--- src/rtl/dadda_cpa_pipe.sv ---
`default_nettype none
// ============================================================================
// Module      : dadda_cpa_pipe
// Description : Final carry-propagate adder of the Dadda multiplier. Adds the
//               sum row and carry row left by the reduction tree. The carry
//               chain is cut into SEG-bit segments, one segment per pipeline
//               stage, with a bubble-collapsing valid/ready handshake.
// Ports       : clk       - clock, all state on the rising edge
//               rst       - synchronous active-high reset
//               in_valid  - row_a/row_b valid this cycle
//               in_ready  - pipe accepts an input this cycle
//               row_a     - sum row from the reduction tree
//               row_b     - carry row from the reduction tree
//               out_valid - product/cout valid
//               out_ready - downstream accepts the product this cycle
//               product   - (row_a + row_b) mod 2^WIDTH
//               cout      - carry out of bit WIDTH-1
// Revision    : 1.0 - initial release
// ============================================================================
module dadda_cpa_pipe #(
    parameter int WIDTH = 16,
    parameter int SEG   = 4
) (
    input  logic             clk,
    input  logic             rst,
    input  logic             in_valid,
    output logic             in_ready,
    input  logic [WIDTH-1:0] row_a,
    input  logic [WIDTH-1:0] row_b,
    output logic             out_valid,
    input  logic             out_ready,
    output logic [WIDTH-1:0] product,
    output logic             cout
);

    localparam int STAGES = WIDTH / SEG;

    generate
        if ((SEG < 1) || ((WIDTH % SEG) != 0)) begin : g_param_check
            $error("dadda_cpa_pipe: WIDTH must be a non-zero multiple of SEG");
        end
    endgenerate

    // Per-stage state. Stage k holds the sum bits of segments 0..k, the carry
    // into segment k+1 and the still-unprocessed upper bits of both rows.
    logic [STAGES-1:0] r_valid;
    logic [STAGES-1:0] r_carry;
    logic [WIDTH-1:0]  r_sum [STAGES];
    logic [WIDTH-1:0]  r_a   [STAGES];
    logic [WIDTH-1:0]  r_b   [STAGES];

    // Stage inputs (previous stage or the ports) and next-state values.
    logic [STAGES-1:0] w_load;
    logic [STAGES-1:0] w_src_valid;
    logic [STAGES-1:0] w_src_cin;
    logic [STAGES-1:0] w_nxt_carry;
    logic [WIDTH-1:0]  w_src_sum [STAGES];
    logic [WIDTH-1:0]  w_src_a   [STAGES];
    logic [WIDTH-1:0]  w_src_b   [STAGES];
    logic [WIDTH-1:0]  w_nxt_sum [STAGES];
    logic [SEG:0]      w_seg     [STAGES];

    // Load enables. A stage may load when the downstream consumer takes the
    // product or when it, or any stage after it, holds a bubble. Expressing
    // this directly over the valid bits avoids a combinational chain through
    // w_load itself and keeps in_ready independent of in_valid.
    always_comb begin
        for (int k = 0; k < STAGES; k++) begin
            w_load[k] = out_ready;
            for (int j = k; j < STAGES; j++) begin
                if (!r_valid[j]) begin
                    w_load[k] = 1'b1;
                end
            end
        end
    end

    // Segment adders: stage k adds segment k of its operands plus the carry
    // handed over by stage k-1 (stage 0 starts with carry-in 0).
    always_comb begin
        for (int k = 0; k < STAGES; k++) begin
            if (k == 0) begin
                w_src_valid[k] = in_valid;
                w_src_cin[k]   = 1'b0;
                w_src_sum[k]   = '0;
                w_src_a[k]     = row_a;
                w_src_b[k]     = row_b;
            end else begin
                w_src_valid[k] = r_valid[k-1];
                w_src_cin[k]   = r_carry[k-1];
                w_src_sum[k]   = r_sum[k-1];
                w_src_a[k]     = r_a[k-1];
                w_src_b[k]     = r_b[k-1];
            end

            w_seg[k] = {1'b0, w_src_a[k][k*SEG +: SEG]}
                     + {1'b0, w_src_b[k][k*SEG +: SEG]}
                     + {{SEG{1'b0}}, w_src_cin[k]};

            w_nxt_sum[k]                = w_src_sum[k];
            w_nxt_sum[k][k*SEG +: SEG]  = w_seg[k][SEG-1:0];
            w_nxt_carry[k]              = w_seg[k][SEG];
        end
    end

    // Pipeline registers. Data only updates when a valid entry moves in, so
    // the output registers keep the last product while a bubble passes.
    always_ff @(posedge clk) begin
        for (int k = 0; k < STAGES; k++) begin
            if (rst) begin
                r_valid[k] <= 1'b0;
                r_carry[k] <= 1'b0;
                r_sum[k]   <= '0;
                r_a[k]     <= '0;
                r_b[k]     <= '0;
            end else if (w_load[k]) begin
                r_valid[k] <= w_src_valid[k];
                if (w_src_valid[k]) begin
                    r_carry[k] <= w_nxt_carry[k];
                    r_sum[k]   <= w_nxt_sum[k];
                    r_a[k]     <= w_src_a[k];
                    r_b[k]     <= w_src_b[k];
                end
            end
        end
    end

    assign in_ready  = w_load[0];
    assign out_valid = r_valid[STAGES-1];
    assign product   = r_sum[STAGES-1];
    assign cout      = r_carry[STAGES-1];

endmodule
`default_nettype wire
--- config.mk ---
export PLATFORM = sky130hd
export DESIGN_NAME = dadda_cpa_pipe
export DESIGN_NICKNAME = d
export VERILOG_FILES = /design/src/rtl/dadda_cpa_pipe.sv
export SDC_FILE = /design/constraint.sdc
export NUM_CORES = 1
export LEC_CHECK = 0
export ABC_CLOCK_PERIOD_IN_PS = 2440
export CAP_MARGIN = 20
export CORE_MARGIN = 2
export CORE_UTILIZATION = 55
export DETAILED_ROUTE_END_ITERATION = 6
export PLACE_DENSITY_LB_ADDON = 0.15
export SETUP_SLACK_MARGIN = 0.05
export SLEW_MARGIN = 20
export SYNTH_ARGS = -nofsm -noshare
export SYNTH_HDL_FRONTEND = slang
export SYNTH_SLANG_ARGS = --single-unit
--- constraint.sdc ---
create_clock -name clk -period 2.44 [get_ports clk]
set_clock_uncertainty 0.2 [all_clocks]
set_input_delay 0.366 -clock clk [delete_from_list [all_inputs] [get_ports clk]]
set_output_delay 0.366 -clock clk [all_outputs]
set_load 0.05 [all_outputs]
==> results.sh <==
export IMPL_path_clk_slew_ps=90
export IMPL_routed_via_density=4.83
export IMPL_ys_top_cells_by_area="edfxtp_1, and2_1, and2_4"
export IMPL_cts_buffers_inserted=9
export IMPL_ys_ff_latch=96
export IMPL_hold_violations=0
export IMPL_synth_cells=287
export IMPL_hold_ws_ps=269
export IMPL_root_buffer="clkbuf_8"
export IMPL_dp_cells=443
export IMPL_fin_ws_ps=176
export IMPL_drt_iter0_markers=45
export IMPL_cts_sinks=96
export IMPL_synth_area_mux_share_pct=0
export IMPL_antenna_left=0
export IMPL_grt_total_usage_pct=14.4
export IMPL_place_area_mm2=0.00492
export IMPL_synth_top_area_cell="edfxtp_1"
export IMPL_syn_area_mm2=0.00420
export IMPL_instances_no_fill=459
export IMPL_arrival_ps=1700
export IMPL_endpoint_kind="output port"
export IMPL_post_cts_setup_buffers=0
export IMPL_hold_path_class="flop to flop"
export IMPL_antennaDiodeCount=0
export IMPL_status="completed"
export IMPL_slew_headroom_pct=44.4
export IMPL_clockBufferDepth=2
export IMPL_synthAdderAreaFrac_pct=7.21
export IMPL_rows=31
export IMPL_pre_cts_ws_ps=11.5
export IMPL_fin_crit_sh_pct=92.8
export IMPL_start_kind="input port"
export IMPL_yosysTopAreaCellShare_pct=62.9
export IMPL_grt_pass1_wl_mm=9.34
export IMPL_ir_drop_mv=0.345
export IMPL_required_ps=1870
export IMPL_grt_pass1_vias=2063
export IMPL_synth_nets=343
export IMPL_r2r_slack_ps=470
export IMPL_dieArea_mm2=0.00835
export IMPL_grt_max_degree=27
export IMPL_core_area_mm2=0.00733
export IMPL_htreeDepth=3
export IMPL_fin_nets=411
export IMPL_utilization_pct=70.4
export IMPL_synth_edf_count=88
export IMPL_die_width_um=91.4
export IMPL_antenna_found_initial=0
export IMPL_yosysSeqAreaShare_pct=66.7
export IMPL_synthSimpleGateAreaFrac_pct=19.0
export IMPL_initial_utilization_pct=57.3
export IMPL_hold_end="r_carry[3]"
export IMPL_rsz0062_at_grt="no"
export IMPL_yosysMostFrequentCell="edfxtp_1"
export IMPL_r2r_start="r_b[0][24]"
export IMPL_pwr_density_cell_mw_per_mm2=671
export IMPL_fmaxAchievable_mhz=442
export IMPL_hold_buffers=0
export IMPL_die_height_um=91.4
export IMPL_synth_top_family_by_area="simple AND/OR/NAND/NOR gates"
export IMPL_avgSynthCellArea_um2=14.6
export IMPL_path_max_fanout=4
export IMPL_totalPowerFinal_mw=3.46
export IMPL_ys_warn_count=0
export IMPL_gp_congestion=0.720
export IMPL_cts_tree="yes"
export IMPL_synth_xor_area_share_pct=0.834
export IMPL_ios=55
export IMPL_max_cap_viol_count=0
export IMPL_ys_top_cells_by_count="edfxtp_1, and2_1, and2_4"
export IMPL_totalWireLength_mm=5.57
export IMPL_fin_area_mm2=0.00516
export IMPL_wire_per_inst_um=12.1
export IMPL_worst_pin_slew_ps=831
export IMPL_leakage_nw=2.06
export IMPL_fin_setup_tns_ps=0
export IMPL_grt_ovfl_total=0
export IMPL_hold_path_depth=2
export IMPL_setup_violations=0
export IMPL_ys_flop_type="edfxtp_1"
export IMPL_area_growth_pct=22.8
export IMPL_synth_async_reset_ratio_pct=0
export IMPL_cts_resized=0
export IMPL_crit_type="input port to output port"
export IMPL_clkLatencyLatePin_ps=350
export IMPL_vias=2216
export IMPL_min_from="r_carry[3]"
export IMPL_hpwl_mm=4.09
export IMPL_io_buffers=54
export IMPL_slew_viol_final=0
export IMPL_synth_compound_area_share_pct=3.57
export IMPL_ff2ff_path_depth=7
export IMPL_period_minus_slack_ps=2260
export IMPL_drc_errors=0
export IMPL_r2r_end="r_carry[2]"
export IMPL_drive_gt1_share_pct=14.7
export IMPL_dr_pass1_iters=4
export IMPL_synth_cell_types=33
-- per-layer routing --
layer | track usage (%) | up-vias | share of wire (%)
li1 | - | 1124 | -
met1 | 18.0 | 1015 | 44
met2 | 23.8 | 67 | 49
met3 | 3.90 | 10 | 4.9
met4 | 6.06 | 0 | 2.0
met5 | 0 | - | 0
-- cell families (layout without fill, tap and decap cells) --
kind of cell               Yosys count  after routing
AOI/OAI and AO/OA                   23             23
xor gates and xnor gates             4              4
adders and majority gates           20             20
buffers and inverters               25             98
DFF                                 96             96
and+or+nand+nor                    119            119
-- layout make-up --
cell class / count / area, um^2
fillers: 498 / 2170
clock buffers: 10 / 128
flip-flops and latches: 96 / 2800
inverters: 17 / 63.8
clock inverters: 6 / 108
repair buffers: 65 / 646
multi-input cells: 166 / 1290
well taps: 99 / 124
-- registers in the layout, summed over array words and instances (netlist names) --
signal   count
r_sum       40
r_a         24
r_b         24
r_carry      4
r_valid      4
-- power by group --
group / internal, mW / switching, mW
combinational: 0.165 / 0.173
sequential: 1.89 / 0.0295
clock: 0.680 / 0.522
total: 2.74 / 0.724
-- worst max path at each step --
stage / slack [ps] / endpoint / startpoint
2_1_floorplan: 170 / r_a[0][10] / r_valid[3]
3_3_place_gp: 80 / r_b[0][14] / out_ready
3_5_place_dp: 10 / r_a[0][26] / out_ready
4_1_cts: 180 / in_ready / out_ready
5_1_grt: 140 / in_ready / out_ready
6_report: 180 / in_ready / out_ready
-- cells in the final DEF, fill, tap and decap left out, types with 3 or more instances in the layout --
cell type | netlist | final
a21o_1 | 5 | 5
a21oi_1 | 10 | 10
and2_1 | 57 | 57
and2_4 | 19 | 19
buf_4 | 0 | 10
bufinv_16 | 0 | 3
clkbuf_8 | 0 | 9
clkdlybuf4s50_1 | 0 | 53
dfxtp_1 | 8 | 8
edfxtp_1 | 88 | 88
fa_1 | 7 | 7
ha_1 | 13 | 13
inv_1 | 17 | 17
nand2b_1 | 4 | 4
nor2_1 | 7 | 7
nor2b_1 | 9 | 9
nor3_1 | 9 | 9
o21a_1 | 3 | 3
o21ai_0 | 3 | 3
xor2_1 | 4 | 4
-- critical path, stage by stage --
cell,delay [ps]
clkdlybuf4s50_1,460
nand4b_4,200
buf_4,170
or2_2,300
buf_4,200
No activity file was read; power rests on OpenSTA's default activity.
